### src/rtl/draw_card_hand_pkg.sv
// draw_card_hand_pkg: shared VGA timing constants, card geometry and stream types
package draw_card_hand_pkg;
    localparam int HOR_TOTAL  = 1344;
    localparam int HOR_ACTIVE = 1024;
    localparam int VER_TOTAL  = 806;
    localparam int VER_ACTIVE = 768;
    localparam int CARD_W     = 48;
    localparam int CARD_H     = 64;
    localparam int CARD_PITCH = 52;
    localparam int MAX_CARDS  = 4;
    localparam logic [11:0] KEY_RGB = 12'hF0F;
    typedef struct packed {
        logic [10:0] hcount;
        logic [10:0] vcount;
        logic        hsync;
        logic        vsync;
        logic        hblnk;
        logic        vblnk;
    } vga_timing_t;
endpackage

### src/rtl/draw_card_hand_timing_delay.sv
// timing_delay: fixed-depth register delay line with async active-low clear
module timing_delay #(
    parameter int W = 26,
    parameter int D = 3
) (
    input  logic         clk,
    input  logic         rst_n,
    input  logic [W-1:0] din,
    output logic [W-1:0] dout
);
    logic [W-1:0] pipe [D];
    always_ff @(posedge clk or negedge rst_n)
        if (!rst_n)
            for (int i = 0; i < D; i++) pipe[i] <= '0;
        else begin
            pipe[0] <= din;
            for (int i = 1; i < D; i++) pipe[i] <= pipe[i-1];
        end
    assign dout = pipe[D-1];
endmodule

### src/rtl/draw_card_hand.sv
// draw_card_hand: overlays a row of up to four keyed card sprites on a VGA stream, 3-cycle latency
module draw_card_hand #(
    parameter int          CARD_W     = draw_card_hand_pkg::CARD_W,
    parameter int          CARD_H     = draw_card_hand_pkg::CARD_H,
    parameter int          CARD_PITCH = draw_card_hand_pkg::CARD_PITCH,
    parameter logic [11:0] KEY_RGB    = draw_card_hand_pkg::KEY_RGB
) (
    input  logic        clk,
    input  logic        rst_n,
    input  logic [10:0] hcount_in,
    input  logic [10:0] vcount_in,
    input  logic        hsync_in,
    input  logic        vsync_in,
    input  logic        hblnk_in,
    input  logic        vblnk_in,
    input  logic [11:0] rgb_in,
    input  logic [10:0] xpos,
    input  logic [10:0] ypos,
    input  logic [2:0]  num_cards,
    output logic [11:0] rom_addr,
    output logic [1:0]  card_idx,
    input  logic [11:0] rom_rgb,
    output logic [10:0] hcount_out,
    output logic [10:0] vcount_out,
    output logic        hsync_out,
    output logic        vsync_out,
    output logic        hblnk_out,
    output logic        vblnk_out,
    output logic [11:0] rgb_out
);
    import draw_card_hand_pkg::*;
    logic [10:0] xs, ys;
    logic [2:0]  ns, n_eff;
    logic [11:0] h12, v12, x12, y12;
    logic        v_in, hit, hit_d;
    logic [1:0]  k_sel;
    logic [5:0]  dx;
    logic [11:0] rgb_d;
    vga_timing_t t_in, t_out;
    always_ff @(posedge clk or negedge rst_n)
        if (!rst_n) begin
            xs <= '0;
            ys <= '0;
            ns <= '0;
        end else if (hcount_in == '0 && vcount_in == '0) begin
            xs <= xpos;
            ys <= ypos;
            ns <= num_cards;
        end
    assign n_eff = ns > 3'(MAX_CARDS) ? 3'(MAX_CARDS) : ns;
    // 12-bit math keeps cards that run past 2047 from wrapping onto the left edge
    assign h12  = {1'b0, hcount_in};
    assign v12  = {1'b0, vcount_in};
    assign x12  = {1'b0, xs};
    assign y12  = {1'b0, ys};
    assign v_in = v12 >= y12 && v12 <= y12 + 12'(CARD_H - 1);
    always_comb begin
        hit   = 1'b0;
        k_sel = '0;
        dx    = '0;
        for (int k = MAX_CARDS - 1; k >= 0; k--)
            if (k < int'(n_eff) && v_in && h12 >= x12 + 12'(k * CARD_PITCH) &&
                h12 <= x12 + 12'(k * CARD_PITCH + CARD_W - 1)) begin
                hit   = 1'b1;
                k_sel = 2'(k);
                dx    = 6'(h12 - x12 - 12'(k * CARD_PITCH));
            end
    end
    always_ff @(posedge clk or negedge rst_n)
        if (!rst_n) begin
            rom_addr <= '0;
            card_idx <= '0;
        end else begin
            rom_addr <= hit ? {6'(v12 - y12), dx} : '0;
            card_idx <= hit ? k_sel : '0;
        end
    // blanking folded into hit here so only one bit needs to travel with the background colour
    timing_delay #(.W(13), .D(2)) u_pix_delay (
        .clk  (clk),
        .rst_n(rst_n),
        .din  ({hit && !hblnk_in && !vblnk_in, rgb_in}),
        .dout ({hit_d, rgb_d})
    );
    always_ff @(posedge clk or negedge rst_n)
        if (!rst_n) rgb_out <= '0;
        else        rgb_out <= (hit_d && rom_rgb != KEY_RGB) ? rom_rgb : rgb_d;
    assign t_in = '{hcount_in, vcount_in, hsync_in, vsync_in, hblnk_in, vblnk_in};
    timing_delay #(.W($bits(vga_timing_t)), .D(3)) u_timing_delay (
        .clk  (clk),
        .rst_n(rst_n),
        .din  (t_in),
        .dout (t_out)
    );
    assign hcount_out = t_out.hcount;
    assign vcount_out = t_out.vcount;
    assign hsync_out  = t_out.hsync;
    assign vsync_out  = t_out.vsync;
    assign hblnk_out  = t_out.hblnk;
    assign vblnk_out  = t_out.vblnk;
endmodule
### config.mk
export PLATFORM = sky130hd
export DESIGN_NAME = draw_card_hand
export DESIGN_NICKNAME = d
export VERILOG_FILES = /design/src/rtl/draw_card_hand_pkg.sv /design/src/rtl/draw_card_hand_timing_delay.sv /design/src/rtl/draw_card_hand.sv
export SDC_FILE = /design/constraint.sdc
export NUM_CORES = 1
export LEC_CHECK = 0
export BUFFER_PORTS_ARGS = -buffer_cell sky130_fd_sc_hd__buf_4
export CAP_MARGIN = 20
export CORE_UTILIZATION = 60
export CTS_CLUSTER_SIZE = 28
export DETAILED_ROUTE_END_ITERATION = 7
export MAX_ROUTING_LAYER = met4
export PLACE_DENSITY = 0.83
export SETUP_SLACK_MARGIN = 0.4
export SYNTH_ARGS = -nofsm -noshare
export SYNTH_HDL_FRONTEND = slang
export SYNTH_SLANG_ARGS = --single-unit
### constraint.sdc
create_clock -name clk -period 7.1 [get_ports clk]
set_clock_uncertainty 0.2 [all_clocks]
set_input_delay 0.355 -clock clk [delete_from_list [all_inputs] [get_ports clk]]
set_output_delay 0.355 -clock clk [all_outputs]
set_load 0.005 [all_outputs]
==> flow_metrics.tcl <==
set metrics [dict create \
    outcome "completed" \
    fin_cells 1174 \
    grt_max_degree 98 \
    grt.overflow.total 0 \
    crit_slowest_cell "dfrtp_1" \
    maxCapViolCount 0 \
    io_pins 129 \
    cp_top_family "compound AO/OA/AOI/OAI gates" \
    cts_num_sinks 155 \
    drive_gt1_frac 0.1942 \
    place_congestion 1.002 \
    tightest_slew_ns 1.052 \
    crit_fanout 11 \
    yosys.cell_types.count 70 \
    fillers 886 \
    multi_input_area_sq_um 4252 \
    avgSynthCellArea_sq_um 10.71 \
    yosysSeqAreaShare 0.4542 \
    dr.pass1.iters 5 \
    synth_top_family_by_area "adder cells" \
    htreeDepth 4 \
    netlist_instances 797 \
    synth_compound_area_frac 0.1223 \
    antenna_found_initial 0 \
    synthesis.nets 988 \
    yosysMostFrequentCell "dfrtp_1" \
    ir_worst_vdd_uv 138.9 \
    worstSetupPathType "reg -> reg" \
    drc 0 \
    die_y_um 121.3 \
    clock_path_buffers 2 \
    avgViaCountPerCell 5.802 \
    cts_resized 0 \
    yosysTopAreaCellShare 0.4542 \
    synth_top_area_cell "dfrtp_1" \
    slew_headroom 0.2883 \
    power_density_nw_per_um2 187.4 \
    first_iter_violations 566 \
    cpPeakStageDelay_ns 0.58 \
    hpwl_um 15140 \
    antenna_left 0 \
    hold_slack_ns 0.1409 \
    design.die.area_sq_um 14710 \
    cp.arrival_ns 4.70 \
    grt_pass1_wl_um 35670 \
    endpoint_kind "register" \
    netlist_area_sq_um 8539 \
    ys_ff_latch 155 \
    leakage_nw 5.063 \
    worstSkewPairLatency_ns 0.43 \
    final_util 0.7819 \
    slew_viol_final 0 \
    synthArstFlopShare 1.000 \
    synthAdderAreaFrac 0.1688 \
    min_period_over_period 0.6563 \
    setup_viol 0 \
    worstPathRequired_ns 7.14 \
    grtUsageTotal 0.3358 \
    clockRootBuffer "clkbuf_16" \
    fmax_mhz 214.6 \
    rows 43 \
    synthSimpleGateAreaFrac 0.1259 \
    cp_cell_sequence "inv_1 > ha_1 > nor2b_1 > or3_1 > a31oi_1 > xnor2_1 > ha_1 > a21oi_1 > nand2_1 > a2111o_1 > o21ai_0 > and4_4 > nor3_2 > a2111oi_0 > a311oi_1" \
    wl_per_cell_um 19.49 \
    cp_common_cell "ha_1" \
    antenna_cells 0 \
    cts_buffers 17 \
    cts_tree "built" \
    tns_ns 0 \
    core_area_sq_um 13880 \
    die_w_um 121.3 \
    rsz0062_at_grt "no" \
    seq_area_sq_um 3879 \
    yosys_most_used_dff "dfrtp_1" \
    holdBufCountCts 76 \
    initial_utilization 0.6152 \
    io_buffer_count 128 \
    finalWorstSetupSlack_ns 2.440 \
    setup.worst_path.start_class "register" \
    cp_num_buf_inv 1 \
    synth_commonest_cells "dfrtp_1 (155), ha_1 (112), nand2_1 (62)" \
    yosys-top-cells-area "dfrtp_1 (45%), ha_1 (16%), xnor2_1 (6.1%), o21ai_0 (3.0%), nand2_1 (2.7%)" \
    synth_edf_count 0 \
    postCtsSetupBuffers 0 \
    final_hold_viol_count 0 \
    dp_cells 1067 \
    wl_um 22880 \
    synth_xor_area_frac 0.06564 \
    synth_warnings 0 \
    vias 6812 \
    clk_pin_slew_ns 0.07 \
    syn2layout_area_growth_pct 27.09 \
    period_needed_ns 4.660 \
    final_nets 1173 \
    grt_pass1_vias 6659 \
    hold_class "reg -> reg" \
    synthMuxAreaShare 0.01451 \
    post-place-ws_ns 2.601 \
]
==> logic make-up after synthesis <==
group,Yosys count
simple gates,205
compound gates,164
flops,155
fa+ha+maj,114
buf+inv,84
xor+xnor,64
mux,11
==> sequential cells by signal, summed over array words and instances, names as in the netlist, 3 cells and up <==
name and count:
ns 3, u_pix_delay.dout 13, rom_addr 12, u_timing_delay.pipe 52, u_pix_delay.pipe 13, rgb_out 12, xs 11, ys 11
u_timing_delay.dout 26
==> layer usage <==
metal	share of wire	GRT usage	routed length, um
met2	0.48	0.5288	10890
met5	0	-	0
met1	0.41	0.4276	9496
met3	0.081	0.07237	1861
met4	0.028	0.1227	633
==> path summary, 6_finish.rpt <==
kind / start / to / slack (ns) / cells after the start
min reg2reg: u_pix_delay.pipe[19] / u_pix_delay.dout[6] / 0.14 / 0
min: u_pix_delay.pipe[19] / u_pix_delay.dout[6] / 0.14 / 0
min in group asynchronous: rst_n / u_pix_delay.pipe[20] / 0.39 / 2
max: xs[2] / rom_addr[4] / 2.44 / 15
max reg2reg: xs[2] / rom_addr[4] / 2.44 / 15
max in group asynchronous: rst_n / u_timing_delay.dout[4] / 5.04 / 3
==> worst reg2reg max path, delay by kind of cell (launching register included) <==
family | cells | cell delay, ns
XOR/XNOR | 1 | 0.17
flip-flops | 1 | 0.58
adder cells (fa/ha/maj) | 2 | 0.54
buffers and inverters | 1 | 0.22
AND/OR/NAND/NOR | 5 | 0.98
AO/OA/AOI/OAI | 6 | 1.78
==> placed cells by master (no fill, tap or decap), drive strengths merged, types with 3 or more instances in the layout <==
| master | count |
|---|---|
| dfrtp | 155 |
| buf | 132 |
| ha | 112 |
| dlygate4sd3 | 76 |
| nand2 | 62 |
| xnor2 | 59 |
| o21ai | 52 |
| nor2 | 47 |
| inv | 46 |
| a21oi | 43 |
| clkbuf | 19 |
| nor2b | 18 |
| nand4 | 17 |
| nor3 | 16 |
| mux2 | 11 |
| o211ai | 10 |
| a211oi | 10 |
| nand3 | 10 |
| nor4 | 10 |
| o21a | 7 |
| a2111oi | 7 |
| a21o | 6 |
| a31oi | 5 |
| xor2 | 5 |
| clkinv | 5 |
| and3 | 4 |
| o31a | 3 |
| nand2b | 3 |
| or3 | 3 |
| o31ai | 3 |
| a311oi | 3 |
==> report_power, final <==
| part | switching (W) | internal, W |
|---|---|---|
| combinational | 0.000103 | 0.000106 |
| sequential | 0.0000103 | 0.000916 |
| clock | 0.000387 | 0.000511 |
| total | 0.000501 | 0.00153 |
==> stage by stage <==
step,instance area (sq um),power [W]
2_1_floorplan,8539,0.001012
4_1_cts,10850,0.002035
3_5_place_dp,9508,0.001110
5_1_grt,10850,0.002102
6_report,10850,0.002034
3_3_place_gp,9500,0.001103
==> layout make-up <==
| type | instances | area share |
|---|---|---|
| Timing Repair Buffer | 208 | 0.1617 |
| Clock buffer | 19 | 0.04173 |
| Sequential cell | 155 | 0.3574 |
| Inverter | 42 | 0.01453 |
| Clock inverter | 12 | 0.01211 |
| Multi-Input combinational cell | 558 | 0.3917 |
| Tap cell | 180 | 0.02075 |
Power figures use the tool's default switching activity.
